<file path="src/rtl/sr_ignition_trigger.sv">
// rtl/sr_ignition_trigger.sv - SR phase-locking / beta-quiet ignition trigger detector
// Optional SR_TRIG_STATS_EN adds saturating trig_count / abort_count outputs.
module sr_ignition_trigger #(
  parameter int WIDTH      = 18,
  parameter int FRAC       = 14,
  parameter int PLV_SHIFT  = 4,
  parameter int BETA_SHIFT = 5,
  parameter int HOLD_W     = 16
) (
  input  logic                    clk,
  input  logic                    rst,
  input  logic                    clk_en,
  input  logic signed [WIDTH-1:0] cos_dphi,
  input  logic signed [WIDTH-1:0] sin_dphi,
  input  logic signed [WIDTH-1:0] beta_in,
  input  logic [WIDTH-1:0]        quiet_thresh,
  input  logic [WIDTH-1:0]        quiet_hyst,
  input  logic [WIDTH-1:0]        coh_thresh,
  input  logic [HOLD_W-1:0]       qual_cycles,
  input  logic                    ignition_active,
  output logic [WIDTH-1:0]        coherence_out,
  output logic [WIDTH-1:0]        beta_env,
  output logic                    beta_quiet,
  output logic                    trigger,
  output logic [1:0]              trig_state
`ifdef SR_TRIG_STATS_EN
  ,
  output logic [15:0]             trig_count,
  output logic [15:0]             abort_count
`endif
);

  localparam int EW = WIDTH + 2;
  localparam logic signed [EW-1:0]    ONE      = EW'(1 << FRAC);
  localparam logic signed [WIDTH-1:0] BETA_MIN = {1'b1, {(WIDTH-1){1'b0}}};

  typedef enum logic [1:0] {
    S_IDLE    = 2'd0,
    S_QUALIFY = 2'd1,
    S_FIRED   = 2'd2,
    S_LOCKOUT = 2'd3
  } state_t;

  logic signed [WIDTH-1:0] r_c_avg, r_s_avg;
  logic [WIDTH-1:0]        r_coh, r_env;
  logic                    r_quiet, r_trigger;
  logic [HOLD_W-1:0]       r_quiet_cnt, r_qual_cnt;
  logic [2:0]              r_fire_cnt;
  state_t                  r_state;

  function automatic logic signed [EW-1:0] sext(input logic signed [WIDTH-1:0] v);
    return {{2{v[WIDTH-1]}}, v};
  endfunction

  // PLV path: leaky averages, then max + min/2 magnitude approximation
  logic signed [EW-1:0]    w_c_diff, w_s_diff, w_c_abs, w_s_abs;
  logic signed [EW-1:0]    w_mag_max, w_mag_min, w_mag;
  logic signed [WIDTH-1:0] w_c_next, w_s_next;
  logic [WIDTH-1:0]        w_coh_next;

  assign w_c_diff   = sext(cos_dphi) - sext(r_c_avg);
  assign w_s_diff   = sext(sin_dphi) - sext(r_s_avg);
  assign w_c_next   = WIDTH'(sext(r_c_avg) + (w_c_diff >>> PLV_SHIFT));
  assign w_s_next   = WIDTH'(sext(r_s_avg) + (w_s_diff >>> PLV_SHIFT));
  assign w_c_abs    = w_c_next[WIDTH-1] ? -sext(w_c_next) : sext(w_c_next);
  assign w_s_abs    = w_s_next[WIDTH-1] ? -sext(w_s_next) : sext(w_s_next);
  assign w_mag_max  = (w_c_abs > w_s_abs) ? w_c_abs : w_s_abs;
  assign w_mag_min  = (w_c_abs > w_s_abs) ? w_s_abs : w_c_abs;
  assign w_mag      = w_mag_max + (w_mag_min >>> 1);
  assign w_coh_next = (w_mag > ONE) ? WIDTH'(ONE) : WIDTH'(w_mag);

  logic [WIDTH-1:0]     w_beta_abs, w_env_next;
  logic signed [EW-1:0] w_env_diff;

  always_comb begin
    if (beta_in == BETA_MIN)   w_beta_abs = {1'b0, {(WIDTH-1){1'b1}}};
    else if (beta_in[WIDTH-1]) w_beta_abs = $unsigned(-beta_in);
    else                       w_beta_abs = $unsigned(beta_in);
  end

  assign w_env_diff = $signed({2'b00, w_beta_abs}) - $signed({2'b00, r_env});
  assign w_env_next = WIDTH'($signed({2'b00, r_env}) + (w_env_diff >>> BETA_SHIFT));

  // Between the quiet threshold and threshold+hysteresis both flag and count hold
  logic [WIDTH:0]    w_release;
  logic              w_env_below, w_env_above, w_quiet_next;
  logic [HOLD_W-1:0] w_quiet_cnt_next;

  assign w_release   = {1'b0, quiet_thresh} + {1'b0, quiet_hyst};
  assign w_env_below = r_env < quiet_thresh;
  assign w_env_above = {1'b0, r_env} > w_release;

  always_comb begin
    w_quiet_cnt_next = r_quiet_cnt;
    w_quiet_next     = r_quiet;
    if (w_env_above) begin
      w_quiet_cnt_next = '0;
      w_quiet_next     = 1'b0;
    end else if (w_env_below) begin
      if (r_quiet_cnt != '1) w_quiet_cnt_next = r_quiet_cnt + 1'b1;
      if (w_quiet_cnt_next >= qual_cycles) w_quiet_next = 1'b1;
    end
  end

  logic              w_cond, w_fire, w_abort;
  state_t            w_state_next;
  logic [HOLD_W-1:0] w_qual_cnt_next;
  logic [2:0]        w_fire_cnt_next;

  assign w_cond = r_quiet && (r_coh >= coh_thresh);

  always_comb begin
    w_state_next    = r_state;
    w_qual_cnt_next = r_qual_cnt;
    w_fire_cnt_next = r_fire_cnt;
    w_fire          = 1'b0;
    w_abort         = 1'b0;
    if (clk_en) begin
      case (r_state)
        S_IDLE: begin
          if (w_cond) begin
            w_state_next    = S_QUALIFY;
            w_qual_cnt_next = HOLD_W'(1);
          end
        end
        S_QUALIFY: begin
          // A condition drop on the completing enable wins over firing
          if (!w_cond) begin
            w_state_next = S_IDLE;
            w_abort      = 1'b1;
          end else if (r_qual_cnt >= qual_cycles) begin
            w_state_next    = S_FIRED;
            w_fire_cnt_next = '0;
            w_fire          = 1'b1;
          end else begin
            w_qual_cnt_next = r_qual_cnt + 1'b1;
          end
        end
        S_FIRED: begin
          if (ignition_active) begin
            w_state_next = S_LOCKOUT;
          end else if (r_fire_cnt == 3'd7) begin
            w_state_next = S_IDLE;
            w_abort      = 1'b1;
          end else begin
            w_fire_cnt_next = r_fire_cnt + 1'b1;
          end
        end
        S_LOCKOUT: begin
          if (!ignition_active) w_state_next = S_IDLE;
        end
        default: w_state_next = S_IDLE;
      endcase
    end
  end

  always_ff @(posedge clk or posedge rst) begin
    if (rst) begin
      r_c_avg     <= '0;
      r_s_avg     <= '0;
      r_coh       <= '0;
      r_env       <= '0;
      r_quiet     <= 1'b0;
      r_quiet_cnt <= '0;
      r_qual_cnt  <= '0;
      r_fire_cnt  <= '0;
      r_state     <= S_IDLE;
      r_trigger   <= 1'b0;
    end else begin
      r_trigger  <= w_fire;
      r_state    <= w_state_next;
      r_qual_cnt <= w_qual_cnt_next;
      r_fire_cnt <= w_fire_cnt_next;
      if (clk_en) begin
        r_c_avg     <= w_c_next;
        r_s_avg     <= w_s_next;
        r_coh       <= w_coh_next;
        r_env       <= w_env_next;
        r_quiet     <= w_quiet_next;
        r_quiet_cnt <= w_quiet_cnt_next;
      end
    end
  end

  assign coherence_out = r_coh;
  assign beta_env      = r_env;
  assign beta_quiet    = r_quiet;
  assign trigger       = r_trigger;
  assign trig_state    = r_state;

`ifdef SR_TRIG_STATS_EN
  logic [15:0] r_trig_count, r_abort_count;

  always_ff @(posedge clk or posedge rst) begin
    if (rst) begin
      r_trig_count  <= '0;
      r_abort_count <= '0;
    end else begin
      if (w_fire && r_trig_count != '1)   r_trig_count  <= r_trig_count + 1'b1;
      if (w_abort && r_abort_count != '1) r_abort_count <= r_abort_count + 1'b1;
    end
  end

  assign trig_count  = r_trig_count;
  assign abort_count = r_abort_count;
`endif

endmodule

</file>
<file path="config.mk">
export PLATFORM = sky130hd
export DESIGN_NAME = sr_ignition_trigger
export DESIGN_NICKNAME = d
export VERILOG_FILES = /design/src/rtl/sr_ignition_trigger.sv
export SDC_FILE = /design/constraint.sdc
export NUM_CORES = 1
export LEC_CHECK = 0
export ABC_AREA = 1
export BUFFER_PORTS_ARGS = -buffer_cell sky130_fd_sc_hd__buf_2
export CAP_MARGIN = 10
export CORE_UTILIZATION = 35
export CTS_CLUSTER_SIZE = 12
export DETAILED_ROUTE_END_ITERATION = 16
export GPL_TIMING_DRIVEN = 0
export REMOVE_ABC_BUFFERS = 1
export SYNTH_ARGS = -nofsm -noshare
export SYNTH_HDL_FRONTEND = slang
export SYNTH_SLANG_ARGS = --single-unit
</file>
<file path="constraint.sdc">
create_clock -name clk -period 11.7 [get_ports clk]
set_input_delay 0.585 -clock clk [delete_from_list [all_inputs] [get_ports clk]]
set_output_delay 0.585 -clock clk [all_outputs]
set_load 0.05 [all_outputs]
</file>
* Word-level counts from Yosys, hierarchy flattened
Cells that the tools add are included.
** Storage, ports and cells
- Register bits :: 111
- Output and inout port bits :: 40
- Logic and storage cells :: 92
** Operators by class
- Add/subtract/negate cells :: 14
- Magnitude comparators :: 7
- Eq/ne operators :: 15
- Muxes and demuxes :: 35
- Reduce and logical (&&, ||, !) cells :: 11
** Operators by type and width (number)
- 16-bit 2-to-1 mux :: 8
- 20-bit 2-to-1 mux :: 4
- 18-bit by 18-bit subtractor with 19-bit output :: 3
- 18-bit 2-to-1 mux :: 3
- 18-bit negation with 20-bit output :: 2
- 18-bit by 15-bit adder with 18-bit output :: 2
- 16-bit by 1-bit adder with 16-bit output, second input constant :: 2
- 16-bit >= comparator :: 2
- 16-bit case mux with 2 select lines :: 1
- 20-bit by 19-bit adder with 20-bit output :: 1
- 20-bit by 16-bit greater-than comparator with 1-bit output, second input constant :: 1
- 20-bit greater-than comparator :: 1
- 18-bit by 18-bit adder with 19-bit output :: 1
- 18-bit by 19-bit greater-than comparator with 1-bit output :: 1
- 18-bit by 14-bit adder with 18-bit output :: 1
- 18-bit == test, second input constant :: 1
- 18-bit >= comparator :: 1
- 18-bit < comparator :: 1
- 18-bit negation :: 1
- 16-bit inequality test, second input constant :: 1
- 2-bit inequality test, second input constant :: 7
- 2-bit 2-to-1 mux :: 6
- 3-bit 2-to-1 mux :: 4
- 5-bit AND reduction :: 2
- 14 further kinds :: 25

* Depth between registers and ports, before layout
- Depth after elaboration :: 9
- Mapped depth :: 74
- Depth with buffers taken out :: 72

* Worst setup path after synthesis
OpenSTA, ideal clock, no wires.
- Kind :: input to register
- From :: in cos_dphi[5]
- To :: reg r_coh[10], in the netlist coherence_out[10]
- Library setup time :: 130 ps
- Arrival time :: 8229 ps
- Data required time :: 11570 ps
- Path slack :: 3340 ps
- Cell stages on the path :: 68
- Path through :: ha_1 a21oi_1 nand2_1 a21oi_1 inv_1 a21oi_1 o21ai_0 a21oi_1 inv_1 a21oi_1 o21ai_0 nand3_1 nand2_1 xnor2_1 inv_1 ha_1 nand2_1 inv_1 (+32 left out) nand2_1 nand2_1 nand2_1 nand2_1 nand2_1 nand2_1 inv_1 o21bai_1 nand3_1 nand2_1 xor2_1 nand3_1 nor2_1 nand2_1 nand2_1 nor2_1 clkbuf_1 o21ai_0
** On the way
- Longest elaborated chain between the ends :: 9
- Elaborated cells on any way between the ends :: 10
- Classes of those cells :: 4 x add/sub; 2 x order compare; 4 x mux
** RTL lines
- from (decl) :: RTL line 13 : input logic signed [WIDTH-1:0] cos_dphi,
- 18-bit by 18-bit subtractor with 19-bit output (*) :: RTL line 61 : assign w_c_diff = sext(cos_dphi) - sext(r_c_avg);
- 18-bit by 15-bit adder with 18-bit output (*) :: RTL line 63 : assign w_c_next = WIDTH'(sext(r_c_avg) + (w_c_diff >>> PLV_SHIFT));
- 18-bit negation with 20-bit output :: RTL line 65 : assign w_c_abs = w_c_next[WIDTH-1] ? -sext(w_c_next) : sext(w_c_next);
- 20-bit 2-to-1 mux (*) :: RTL line 65
- 20-bit greater-than comparator :: RTL line 67, 68
- 20-bit 2-to-1 mux, on equally long branches :: RTL line 67, 68
- 20-bit by 19-bit adder with 20-bit output (*) :: RTL line 69 : assign w_mag = w_mag_max + (w_mag_min >>> 1);
- 20-bit by 16-bit greater-than comparator with 1-bit output :: RTL line 70 : assign w_coh_next = (w_mag > ONE) ? WIDTH'(ONE) : WIDTH'(w_mag);
- 18-bit 2-to-1 mux (*) :: RTL line 70
- to (signal assigned) :: RTL line 177 : r_coh <= w_coh_next;
- to (decl) :: RTL line 45 : logic [WIDTH-1:0] r_coh, r_env;
Mark *: on every way between the ends. The rest lies on a longest branch, timed or not.
A chain may end at the register's enable or synchronous reset.

* Worst setup path after layout
- From :: reg r_c_avg[5]
- To :: reg r_coh[13], in the netlist coherence_out[13]
** On the way
- Longest elaborated chain between the ends :: 9
- Elaborated cells on any way between the ends :: 10
- Classes of those cells :: 4 x add/sub; 2 x order compare; 4 x mux
** RTL lines
- from (decl) :: RTL line 44 : logic signed [WIDTH-1:0] r_c_avg, r_s_avg;
- from (signal assigned) :: RTL line 175 : r_c_avg <= w_c_next;
- 18-bit by 18-bit subtractor with 19-bit output :: RTL line 61
- 18-bit by 15-bit adder with 18-bit output (*) :: RTL line 63
- 18-bit negation with 20-bit output :: RTL line 65
- 20-bit 2-to-1 mux (*) :: RTL line 65
- 20-bit greater-than comparator :: RTL line 67, 68
- 20-bit 2-to-1 mux, on equally long branches :: RTL line 67, 68
- 20-bit by 19-bit adder with 20-bit output (*) :: RTL line 69
- 20-bit by 16-bit greater-than comparator with 1-bit output :: RTL line 70
- 18-bit 2-to-1 mux (*) :: RTL line 70
Marks and branches as above.

==> impl_metrics.json <==
{
  "hp-class": "in -> async",
  "numCtsBuffers": 9,
  "clk_latency_ps": 400,
  "dp_cells": 3156,
  "detail_route.iter0.violations": 797,
  "yosys_most_used_dff": "dfrtp_1",
  "cts-root-buf": "clkbuf_16",
  "critical_path.endpoint_type": "register",
  "slowest_stage": "nor2_1",
  "antenna_found_initial": 2,
  "gr-total-overflow": 0,
  "drive_gt1_share_pct": 8.950,
  "grt_pass1_vias": 15130,
  "drtAntennaViolNets": 0,
  "die_y_microns": 214.3,
  "worstMarginPinSlew_ps": 1157,
  "layout.nets": 2961,
  "route.detailed.wl_per_inst_microns": 13.34,
  "min_period_over_period_pct": 89.08,
  "async_flop_share_pct": 100.0,
  "clk_pin_slew_ps": 90,
  "start_kind": "register",
  "clkSinkCount": 111,
  "core-area_sq_um": 44320,
  "cts_buffer_depth": 2,
  "final_cells": 3175,
  "num_vias": 15710,
  "seq_area_sq_um": 2778,
  "track_usage_pct": 18.57,
  "synthCells": 2419,
  "post-cts-setup-buffers": 0,
  "cap_violations": 0,
  "fin_skew_ps": 12.60,
  "ys_seq_elements": 111,
  "cp.required_ps": 11990,
  "crit_type": "reg -> reg",
  "multi_input_area_sq_um": 11230,
  "cts_hold_buf": 0,
  "hpwl_microns": 35620,
  "routed-wl-met3_microns": 1173,
  "hold_viol_final": 0,
  "yosysWarnings": 0,
  "dr_wl_met2_microns": 20690,
  "nFillCells": 4699,
  "met1_length_microns": 19360,
  "drt-vias-per-instance": 4.948,
  "cts.htree.levels": 3,
  "rows": 77,
  "cts_tree": "done",
  "synth_edf_count": 0,
  "synth.yosys.seq_area_share_pct": 17.61,
  "tns_ps": 0,
  "grt_pass1_wl_microns": 70810,
  "cp.arrival_ps": 10710,
  "yosysUniqueCellTypes": 52,
  "drc": 0,
  "finalMaxSlewViolations": 0,
  "cp_max_fo": 38,
  "grt_max_degree": 87,
  "outcome": "complete, no violations",
  "relSlewSlack_pct": 22.73,
  "initial_utilization_pct": 35.60,
  "setup_viol": 0,
  "gp_congestion": 0.9026,
  "firstDrtPassIters": 7,
  "area_delta_synth_final_pct": 11.60,
  "max_stage_delay_ps": 540,
  "finalWirelength_microns": 42350,
  "dieArea_sq_um": 45930,
  "highest_layer": "met4",
  "avgSynthCellArea_sq_um": 6.522,
  "rsz0062_at_grt": "false",
  "port_buffers": 167,
  "die_w_microns": 214.3,
  "synth_area_sq_um": 15780,
  "fin_crit_ps": 10420,
  "fmax_ghz": 0.09594,
  "crit_top_cell": "nand2_1",
  "io_pins": 168,
  "ctsResizeCount": 0
}
routing by layer:
layer  GRT usage (%)  vias to the layer above
met3           2.440                       68
met2           33.56                      261
met5               0                        -
li1                -                     8270
met1           22.43                     7112
met4           6.381                        0
layout by cell type (no fill, tap or decap), drive strengths merged, types with 11 or more instances in the layout:
cell type	instances
nand2	599
nand4	43
dfrtp	111
o21bai	14
nor4	17
ha	252
a31oi	13
o22ai	12
a21oi	166
o21ai	182
xnor2	27
nor2	156
nand3	117
inv	438
xor2	107
buf	171
nor3	49
a21o	11
through the flow:
stage | hold slack, ps | setup WS (ps) | util [%] | cell area, sq um
finish | 142.5 | 1277 | 39.73 | 17610
global route | 146.4 | 106.3 | 39.73 | 17610
CTS | 125.5 | 727.2 | 39.67 | 17580
detailed placement | 489.0 | 533.9 | 39.01 | 17290
global placement | 473.0 | 822.3 | 38.84 | 17210
floorplan | 457.0 | 2714 | - | 15640
registers in the layout, indices dropped and copies added, names as in the netlist:
name           flops
beta_env          18
beta_quiet         1
coherence_out     18
r_c_avg           18
r_fire_cnt         3
r_qual_cnt        16
r_quiet_cnt       16
r_s_avg           18
trig_state         2
trigger            1
cells in the mapped netlist (all sizes together) (2+ instances only):
cell | number | area (sq um)
a211oi | 10 | 75.07
a21boi | 6 | 45.04
a21o | 11 | 82.58
a21oi | 166 | 830.8
a221oi | 2 | 17.52
a31o | 4 | 35.03
a31oi | 13 | 81.33
and2 | 4 | 25.02
buf | 10 | 82.57
clkbuf | 20 | 75.07
conb | 2 | 7.510
dfrtp | 111 | 2778
fa | 5 | 100.1
ha | 252 | 3153
inv | 433 | 1625
nand2 | 599 | 2266
nand3 | 117 | 605.6
nand3b | 7 | 52.55
nand4 | 43 | 269.0
nor2 | 156 | 590.6
nor3 | 49 | 250.2
nor4 | 17 | 106.4
o2111ai | 2 | 17.52
o211ai | 8 | 60.06
o21a | 3 | 22.52
o21ai | 182 | 955.9
o21bai | 14 | 105.1
o221ai | 6 | 52.55
o22ai | 12 | 75.07
o31ai | 7 | 52.55
or2 | 8 | 50.05
xnor2 | 27 | 244.0
xor2 | 107 | 937.2
worst max-delay path, delay by kind of cell, from the launching register on:
| kind | cells | cell delay, ps |
|---|---|---|
| and+or+nand+nor | 37 | 4110 |
| adders and majority gates | 5 | 1670 |
| DFF | 1 | 430 |
| xor gates and xnor gates | 3 | 590 |
| AOI/OAI and AO/OA | 10 | 1940 |
| buffers and inverters | 13 | 1550 |
worst paths after layout:
check,endpoint,slack (ps),startpoint,cells past startpoint
min reg2reg,r_fire_cnt[2]$_DFFE_PP0P_,510,r_fire_cnt[2]$_DFFE_PP0P_,2
min,r_qual_cnt[13]$_DFFE_PP0P_,140,rst,2
max,coherence_out[13]$_DFFE_PP0P_,1280,r_c_avg[5]$_DFFE_PP0P_,68
min in group clk,r_fire_cnt[2]$_DFFE_PP0P_,510,r_fire_cnt[2]$_DFFE_PP0P_,2
max in group asynchronous,r_c_avg[12]$_DFFE_PP0P_,10810,rst,3
max reg2reg,coherence_out[13]$_DFFE_PP0P_,1280,r_c_avg[5]$_DFFE_PP0P_,68
final cells by class:
type,instances,share of cell area (%)
Multi-Input combinational cell,1849,63.79
Clock buffer,9,1.279
Clock inverter,7,0.3980
Inverter,434,9.281
Antenna cell,2,0.02843
Sequential cell,111,15.78
Timing Repair Buffer,171,5.244
Tap cell,592,4.207
cells by family (layout without fill, tap and decap cells):
logic type	count (synthesis)	in the layout	share of synthesized area [%]
compound gates	450	450	16.15
xor+xnor	134	134	7.487
fa+ha+maj	257	257	20.62
buf+inv	464	621	11.33
flops	111	111	17.61
other cells	2	9	0.04760
simple gates	1001	1001	26.77
Power is not shown: default switching activity piles up to over one toggle a cycle in this logic, so the estimate is an artifact.
